===== src/rtl/fetch_pkg.sv =====
// Shared types and constants for the instruction-fetch front end.
package fetch_pkg;

  localparam int unsigned XLEN    = 32;
  localparam int unsigned INST_W  = 32;
  localparam int unsigned PC_STEP = 4;

  localparam logic [XLEN-1:0] DEFAULT_RESET_PC = 32'h0000_0000;

  typedef struct packed {
    logic [INST_W-1:0] inst;
    logic [XLEN-1:0]   pc;
    logic [XLEN-1:0]   pc4;
  } fetch_entry_t;

  // Sequential successor of a PC; wraps modulo 2^XLEN.
  function automatic logic [XLEN-1:0] pc_plus_step(input logic [XLEN-1:0] pc);
    return pc + XLEN'(PC_STEP);
  endfunction

endpackage


===== src/rtl/fetch_pc_unit_if.sv =====
// Instruction-memory read port and decode-facing instruction stream.
interface fetch_pc_unit_if;
  import fetch_pkg::*;

  logic              imem_req;
  logic [XLEN-1:0]   imem_addr;
  logic [INST_W-1:0] imem_rdata;
  logic              inst_valid;
  logic              inst_ready;
  logic [INST_W-1:0] inst;
  logic [XLEN-1:0]   inst_pc;
  logic [XLEN-1:0]   inst_pc4;

  modport master (
    output imem_req, imem_addr,
    input  imem_rdata,
    output inst_valid, inst, inst_pc, inst_pc4,
    input  inst_ready
  );

  modport slave (
    input  imem_req, imem_addr,
    output imem_rdata,
    input  inst_valid, inst, inst_pc, inst_pc4,
    output inst_ready
  );

endinterface


===== src/rtl/fetch_queue.sv =====
// Small circular FIFO of fetched instructions; flush wins over push and pop.
module fetch_queue
  import fetch_pkg::*;
#(
  parameter int unsigned DEPTH = 2
) (
  input  logic                         clk,
  input  logic                         rst_n,
  input  logic                         flush,
  input  logic                         push,
  input  fetch_entry_t                 push_data,
  input  logic                         pop,
  output fetch_entry_t                 head,
  output logic [$clog2(DEPTH+1)-1:0]   count
);

  localparam int unsigned CNT_W = $clog2(DEPTH + 1);
  localparam int unsigned PTR_W = $clog2(DEPTH);

  fetch_entry_t     mem [DEPTH];
  logic [PTR_W-1:0] wr_ptr;
  logic [PTR_W-1:0] rd_ptr;

  function automatic logic [PTR_W-1:0] ptr_inc(input logic [PTR_W-1:0] p);
    return (p == PTR_W'(DEPTH - 1)) ? '0 : p + PTR_W'(1);
  endfunction

  // Storage is reset so the head outputs read zero out of reset.
  always_ff @(posedge clk or negedge rst_n) begin
    if (!rst_n) begin
      wr_ptr <= '0;
      rd_ptr <= '0;
      count  <= '0;
      for (int i = 0; i < int'(DEPTH); i++) begin
        mem[i] <= '0;
      end
    end else if (flush) begin
      wr_ptr <= '0;
      rd_ptr <= '0;
      count  <= '0;
    end else begin
      if (push) begin
        mem[wr_ptr] <= push_data;
        wr_ptr      <= ptr_inc(wr_ptr);
      end
      if (pop) begin
        rd_ptr <= ptr_inc(rd_ptr);
      end
      count <= count + CNT_W'(push) - CNT_W'(pop);
    end
  end

  assign head = mem[rd_ptr];

endmodule


===== src/rtl/fetch_pc_unit.sv =====
// Fetch front end: PC register, credit-based imem requests, redirect flush
// and the sticky misaligned-target flag.
module fetch_pc_unit
  import fetch_pkg::*;
#(
  parameter logic [XLEN-1:0] RESET_PC = DEFAULT_RESET_PC,
  parameter int unsigned     QDEPTH   = 2
) (
  input  logic             clk,
  input  logic             rst_n,
  input  logic             redirect_valid,
  input  logic [XLEN-1:0]  redirect_pc,
  fetch_pc_unit_if.master  bus,
  output logic             misalign_err
);

  localparam int unsigned CNT_W = $clog2(QDEPTH + 1);
  localparam int unsigned CR_W  = CNT_W + 1;

  logic [XLEN-1:0]  pc;
  logic [XLEN-1:0]  pc4;
  logic [XLEN-1:0]  req_pc;
  logic             inflight;
  logic             req;
  logic             pop;
  logic [CNT_W-1:0] count;
  logic [CR_W-1:0]  used;
  logic [CR_W-1:0]  avail;
  fetch_entry_t     push_entry;
  fetch_entry_t     head;

  assign pc4 = pc_plus_step(pc);
  assign pop = bus.inst_valid & bus.inst_ready;

  // credits > 0  <=>  count + inflight < QDEPTH + pop
  assign used  = CR_W'(count) + CR_W'(inflight);
  assign avail = CR_W'(QDEPTH) + CR_W'(pop);
  assign req   = rst_n & ~redirect_valid & (used < avail);

  assign bus.imem_req  = req;
  assign bus.imem_addr = pc;

  always_ff @(posedge clk or negedge rst_n) begin
    if (!rst_n) begin
      pc           <= RESET_PC;
      req_pc       <= '0;
      inflight     <= 1'b0;
      misalign_err <= 1'b0;
    end else if (redirect_valid) begin
      pc       <= {redirect_pc[XLEN-1:2], 2'b00};
      inflight <= 1'b0;
      if (redirect_pc[1:0] != 2'b00) begin
        misalign_err <= 1'b1;
      end
    end else begin
      inflight <= req;
      if (req) begin
        pc     <= pc4;
        req_pc <= pc;
      end
    end
  end

  // A response landing in a redirect cycle is discarded by the queue flush.
  assign push_entry = '{inst: bus.imem_rdata, pc: req_pc, pc4: pc_plus_step(req_pc)};

  fetch_queue #(
    .DEPTH (QDEPTH)
  ) u_queue (
    .clk       (clk),
    .rst_n     (rst_n),
    .flush     (redirect_valid),
    .push      (inflight),
    .push_data (push_entry),
    .pop       (pop),
    .head      (head),
    .count     (count)
  );

  assign bus.inst_valid = (count != '0);
  assign bus.inst       = head.inst;
  assign bus.inst_pc    = head.pc;
  assign bus.inst_pc4   = head.pc4;

endmodule


===== src/flat_wrapper.sv =====
// flat-port wrapper written by rule: the top's interface ports become plain ports
module fetch_pc_unit_flat import fetch_pkg::*;
#(
  parameter logic [XLEN-1:0] RESET_PC = DEFAULT_RESET_PC,
  parameter int unsigned     QDEPTH   = 2
)
  (clk, rst_n, redirect_valid, redirect_pc, misalign_err, bus_imem_req, bus_imem_addr, bus_imem_rdata, bus_inst_valid, bus_inst, bus_inst_pc, bus_inst_pc4, bus_inst_ready);
  fetch_pc_unit_if bus_i ();
  input  logic clk;
  input  logic rst_n;
  input  logic redirect_valid;
  input  logic [XLEN-1:0] redirect_pc;
  output logic misalign_err;
  output wire logic [$bits(bus_i.imem_req)-1:0] bus_imem_req;
  output wire logic [$bits(bus_i.imem_addr)-1:0] bus_imem_addr;
  input wire logic [$bits(bus_i.imem_rdata)-1:0] bus_imem_rdata;
  output wire logic [$bits(bus_i.inst_valid)-1:0] bus_inst_valid;
  output wire logic [$bits(bus_i.inst)-1:0] bus_inst;
  output wire logic [$bits(bus_i.inst_pc)-1:0] bus_inst_pc;
  output wire logic [$bits(bus_i.inst_pc4)-1:0] bus_inst_pc4;
  input wire logic [$bits(bus_i.inst_ready)-1:0] bus_inst_ready;
  assign bus_imem_req = bus_i.imem_req;
  assign bus_imem_addr = bus_i.imem_addr;
  assign bus_i.imem_rdata = bus_imem_rdata;
  assign bus_inst_valid = bus_i.inst_valid;
  assign bus_inst = bus_i.inst;
  assign bus_inst_pc = bus_i.inst_pc;
  assign bus_inst_pc4 = bus_i.inst_pc4;
  assign bus_i.inst_ready = bus_inst_ready;
  fetch_pc_unit #(.RESET_PC(RESET_PC), .QDEPTH(QDEPTH)) u_core (.clk(clk), .rst_n(rst_n), .redirect_valid(redirect_valid), .redirect_pc(redirect_pc), .bus(bus_i), .misalign_err(misalign_err));
endmodule

===== config.mk =====
export PLATFORM = sky130hd
export DESIGN_NAME = fetch_pc_unit_flat
export DESIGN_NICKNAME = d
export VERILOG_FILES = /design/src/rtl/fetch_pkg.sv /design/src/rtl/fetch_pc_unit_if.sv /design/src/rtl/fetch_queue.sv /design/src/rtl/fetch_pc_unit.sv /design/src/flat_wrapper.sv
export SDC_FILE = /design/constraint.sdc
export NUM_CORES = 1
export LEC_CHECK = 0
export BUFFER_PORTS_ARGS = -buffer_cell sky130_fd_sc_hd__buf_4
export CORE_ASPECT_RATIO = 0.9
export CORE_MARGIN = 3
export CORE_UTILIZATION = 25
export DETAILED_ROUTE_END_ITERATION = 6
export PLACE_DENSITY = 0.4
export SYNTH_ARGS = -nofsm -noshare
export SYNTH_HDL_FRONTEND = slang
export SYNTH_SLANG_ARGS = --single-unit
export TNS_END_PERCENT = 10

===== constraint.sdc =====
create_clock -name clk -period 6.3 [get_ports clk]
set_input_delay 0.945 -clock clk [delete_from_list [all_inputs] [get_ports clk]]
set_output_delay 0.945 -clock clk [all_outputs]
set_load 0.005 [all_outputs]

Word level (Yosys, flattened, before mapping)

Cells that the tools add are included.

Register bits: 262
Input bits: 68
Output and inout port bits: 131

Add/subtract/negate cells: 8
Order comparisons: 4
Muxes and demuxes: 16
Bitwise gates (word level): 6
Reduce and logical (&&, ||, !) cells: 9

Operators by type and width:

| kind                                                        | count |
|---|---|
| two-way mux 96 bit                                          | 4 |
| bitwise mux 192 bit                                         | 1 |
| demux 96 bit (select 1 bit)                                 | 1 |
| adder 32 x 3 -> 32 bit (second input constant)              | 2 |
| two-way mux 32 bit                                          | 2 |
| nonzero test 2 bit                                          | 5 |
| two-way mux 1 bit                                           | 7 |
| AND reduction 2 bit                                         | 3 |
| >= comparator 2 bit (second input constant)                 | 2 |
| inverter 1 -> 2 bit                                         | 2 |
| adder 2 x 1 -> 3 bit                                        | 1 |
| adder 2 x 1 -> 3 bit (first input constant)                 | 1 |
| bitwise AND 1 bit                                           | 3 |
| less-than comparator 3 bit                                  | 1 |
| adder 1 bit (second input constant)                         | 2 |
| adder 2 x 1 -> 2 bit                                        | 1 |
| less-than comparator 2 x 1 -> 1 bit (second input constant) | 1 |
| two-way mux 2 bit                                           | 1 |
| subtractor 2 x 1 -> 2 bit                                   | 1 |
| logical AND 1 bit                                           | 1 |
| inverter 1 bit                                              | 1 |

Logic depth before layout (Yosys ltp)

Depth in word-level cells: 7
Gate-level depth with buffers: 8
Depth with buffers taken out: 7

Modules after synthesis

Synthesis repeated with hierarchy kept, for this count alone.

Cell total of the unflattened synthesis: 886
Area total of the unflattened synthesis: 12031.5 um2

Modules (own cells, without submodules):

| module        | times used | cells each | area an instance (um2) | seq. area each (um2) |
|---|---|---|---|---|
| fetch_queue   | 1          | 528        | 8431.8                 | 4904.7 |
| fetch_pc_unit | 1          | 358        | 3599.7                 | 1551.5 |

Least setup slack after synthesis

OpenSTA, ideal clock, no wires.

Path type: input to output
Start: input rst_n
End: output bus_imem_req
Arrival: 1919 ps
Data required time: 5355 ps
Slack: 3436 ps
Cell stages on the path: 5
Buffers on the path: 2
Cells stage by stage: nor2b_1 clkbuf_1 nand2_1 nor2_1 buf_2

Word-level cells in the longest chain between the ends: 2

Ends and longest elaborated chain:

| what                           | line                | source |
|---|---|---|
| start, declared                | flat_wrapper.sv:10  | `input logic rst_n;` |
| bitwise AND 1 bit (2 in a row) | fetch_pc_unit.sv:38 | `assign req = rst_n & ~redirect_valid & (used < avail);` |
| end, declared                  | flat_wrapper.sv:14  | `output wire logic [$bits(bus_i.imem_req)-1:0] bus_imem_req;` |

Every way passes these cells.

Final worst setup path

Ends and elaborated chain as after synthesis.

==> impl_metrics.env <==
export IMPL_fillers=4699
export IMPL_initial_utilization_pct=25.48
export IMPL_antenna_found_initial=0
export IMPL_syn_area_per_cell_um2=10.77
export IMPL_die_w_um=233.4
export IMPL_syn_to_final_growth_pct=25.90
export IMPL_path_clk_slew_ns=0.06
export IMPL_dp_hpwl_um=22140
export IMPL_synth_distinct_cells=45
export IMPL_setup_worst_path_class="in -> out"
export IMPL_antenna_left=0
export IMPL_fp_dieH_um=210.6
export IMPL_grt_ovfl_total=0
export IMPL_post_drt_wl_per_cell_um=17.99
export IMPL_io_buffers=192
export IMPL_critPathLaunchType="primary input"
export IMPL_post_synth_top_area_cell="dfrtp_1"
export IMPL_yosysTopAreaCellShare_pct=53.79
export IMPL_instances_no_fill=1878
export IMPL_worst_skew_pair_late_latency_ns=0.56
export IMPL_arrival_ns=3.16
export IMPL_grt_max_degree=162
export IMPL_clock_sinks=250
export IMPL_power_leakage_nw=6.548
export IMPL_grt_pass1_vias=8512
export IMPL_final_nets=1320
export IMPL_synth_area_top_cells="dfrtp_1 54%, mux2_2 18%, nand2_1 8.5%"
export IMPL_layout_drive_gt1_share_pct=35.41
export IMPL_fin_crit_sh_pct=65.16
export IMPL_grt_pass1_wl_um=51920
export IMPL_fin_tns_setup_ns=0
export IMPL_drt_iter0_drc=524
export IMPL_reg2reg_slack_ns=3.60
export IMPL_ys_flop_type="dfrtp_1"
export IMPL_cts_made_buffers=30
export IMPL_dieArea_um2=49150
export IMPL_status="finished, final reports clean"
export IMPL_hold_viol_final=0
export IMPL_synth_area_um2=11630
export IMPL_cts_tree="yes"
export IMPL_post_cts_setup_buffer_count=0
export IMPL_syn_inst=1080
export IMPL_postCtsHoldBufs=0
export IMPL_rows=74
export IMPL_synth_top_cells_by_count="264 x nand2_1, 250 x dfrtp_1, 186 x mux2_2"
export IMPL_cts_buffer_depth=3
export IMPL_vias=8261
export IMPL_slew_viol_final=0
export IMPL_pin_count=199
export IMPL_cap_violations=0
export IMPL_holdCritPathClass="in -> async"
export IMPL_skew_ns=0.01294
export IMPL_cts_resized=0
export IMPL_ys_seq_elements=250
export IMPL_gp_congestion=0.7342
export IMPL_p_per_area_nw_per_um2=483.3
export IMPL_dp_cells=1822
export IMPL_synth_most_common_cell="nand2_1"
export IMPL_routed_wl_um=33790
export IMPL_drt_pass1_iter_count=4
export IMPL_synth_edf_count=0
export IMPL_rsz0062_at_grt="false"
export IMPL_core_um2=45650
export IMPL_worstSetupEndpointType="output port"
export IMPL_drt_vias_per_instance=4.399
export IMPL_htree_num_levels=1
export IMPL_async_flop_share_pct=100.0
export IMPL_period_needed_ns=4.105
export IMPL_r2r_worst_path_cells=7
export IMPL_ys_warnings_count=0
export IMPL_maxSlewHeadroom_pct=27.82
export IMPL_vdd_drop_max_mv=0.1936
export IMPL_setup_violations=0
export IMPL_cts_root_buffer="clkbuf_16"
export IMPL_grt_use_total_pct=13.53
export IMPL_cp_max_fo=92
export IMPL_worstPathRequired_ns=5.35
export IMPL_drc=0
export IMPL_worst_slew_pin_slew_ns=1.079
export IMPL_ys_seq_area_share_pct=53.79
export IMPL_clock_fmax_ghz=0.2436
[flip-flops by register name, indices dropped and copies added, names as in the netlist]
| signal | flops |
|---|---|
| u_core.u_queue.wr_ptr | 1 |
| u_core.u_queue.rd_ptr | 1 |
| u_core.u_queue.count | 2 |
| u_core.u_queue.mem | 184 |
| u_core.bus.imem_addr | 30 |
| u_core.misalign_err | 1 |
| u_core.inflight | 1 |
| u_core.req_pc | 30 |
[placed cells by master (no fill, tap or decap), types with 14 or more instances in the layout]
master,count
a21oi_1,29
buf_4,196
clkbuf_16,31
dfrtp_1,249
mux2_2,186
nand2_1,264
nand3_1,20
nand4_1,20
nor2_1,40
nor4_1,14
o21ai_0,49
xnor2_1,32
xor2_1,29
[worst max-delay path: stages]
cell	delay, ns
buf_8	0.51
nor2b_1	0.64
nand2_1	0.27
nor2_2	0.13
buf_4	0.40
buf_4	0.20
[layer usage]
metal  global-route usage [%]  part of all wire (%)  vias up
li1                         -                     -     3991
met1                    20.22                    50     4090
met2                    20.70                    44      140
met3                    2.225                   3.7       40
met4                    2.654                   1.8        0
met5                        0                     0        -
[worst paths after layout]
check,start,end
worst max register to register,u_core.inflight,u_core.req_pc[25]
max in group asynchronous,rst_n,u_core.u_queue.rd_ptr
worst max-delay path,rst_n,bus_imem_req
worst min register to register,u_core.u_queue.mem[73],u_core.u_queue.mem[73]
min in group clk,u_core.u_queue.mem[73],u_core.u_queue.mem[73]
worst min-delay path,rst_n,u_core.bus.imem_addr[8]
[kinds of logic after synthesis]
kind of cell / count (synthesis) / synth area share (%)
and+or+nand+nor: 406 / 15.68
DFF: 250 / 53.79
muxes: 188 / 18.18
AOI/OAI and AO/OA: 91 / 4.002
buffers and inverters: 77 / 3.077
xor gates and xnor gates: 61 / 4.593
adders and majority gates: 6 / 0.6454
other: 1 / 0.03224
[area by class of cell]
| type | instances | area, um^2 | area share [%] |
|---|---|---|---|
| multi-input cells | 758 | 5049 | 34.48 |
| clock buffers | 47 | 915.9 | 6.254 |
| diodes | 2 | 5.005 | 0.03418 |
| repair buffers | 200 | 1546 | 10.56 |
| well taps | 608 | 760.7 | 5.195 |
| flip-flops and latches | 250 | 6260 | 42.75 |
| inverters | 6 | 22.52 | 0.1538 |
| clock inverters | 7 | 85.08 | 0.5810 |
[metrics by stage]
step                      cell area [um^2]  total power, W  hold WS [ns]  setup slack (ns)  util (%)
final                                14640        0.007077        0.3994             2.195     32.08
after global routing                 14640        0.007590        0.4299             1.936     32.07
after CTS                            14640        0.007235        0.4234             2.143     32.07
after detailed placement             13640        0.005433        0.4579             2.140     29.88
after global placement               13640        0.005391        0.4526             2.191     29.88
after floorplan                      11650        0.004101        0.4401             3.436         -
[power by group]
group          switching (W)  internal (W)
sequential          0.000626       0.00229
combinational        0.00101       0.00140
clock               0.000677       0.00107
Power figures use the tool's default switching activity.
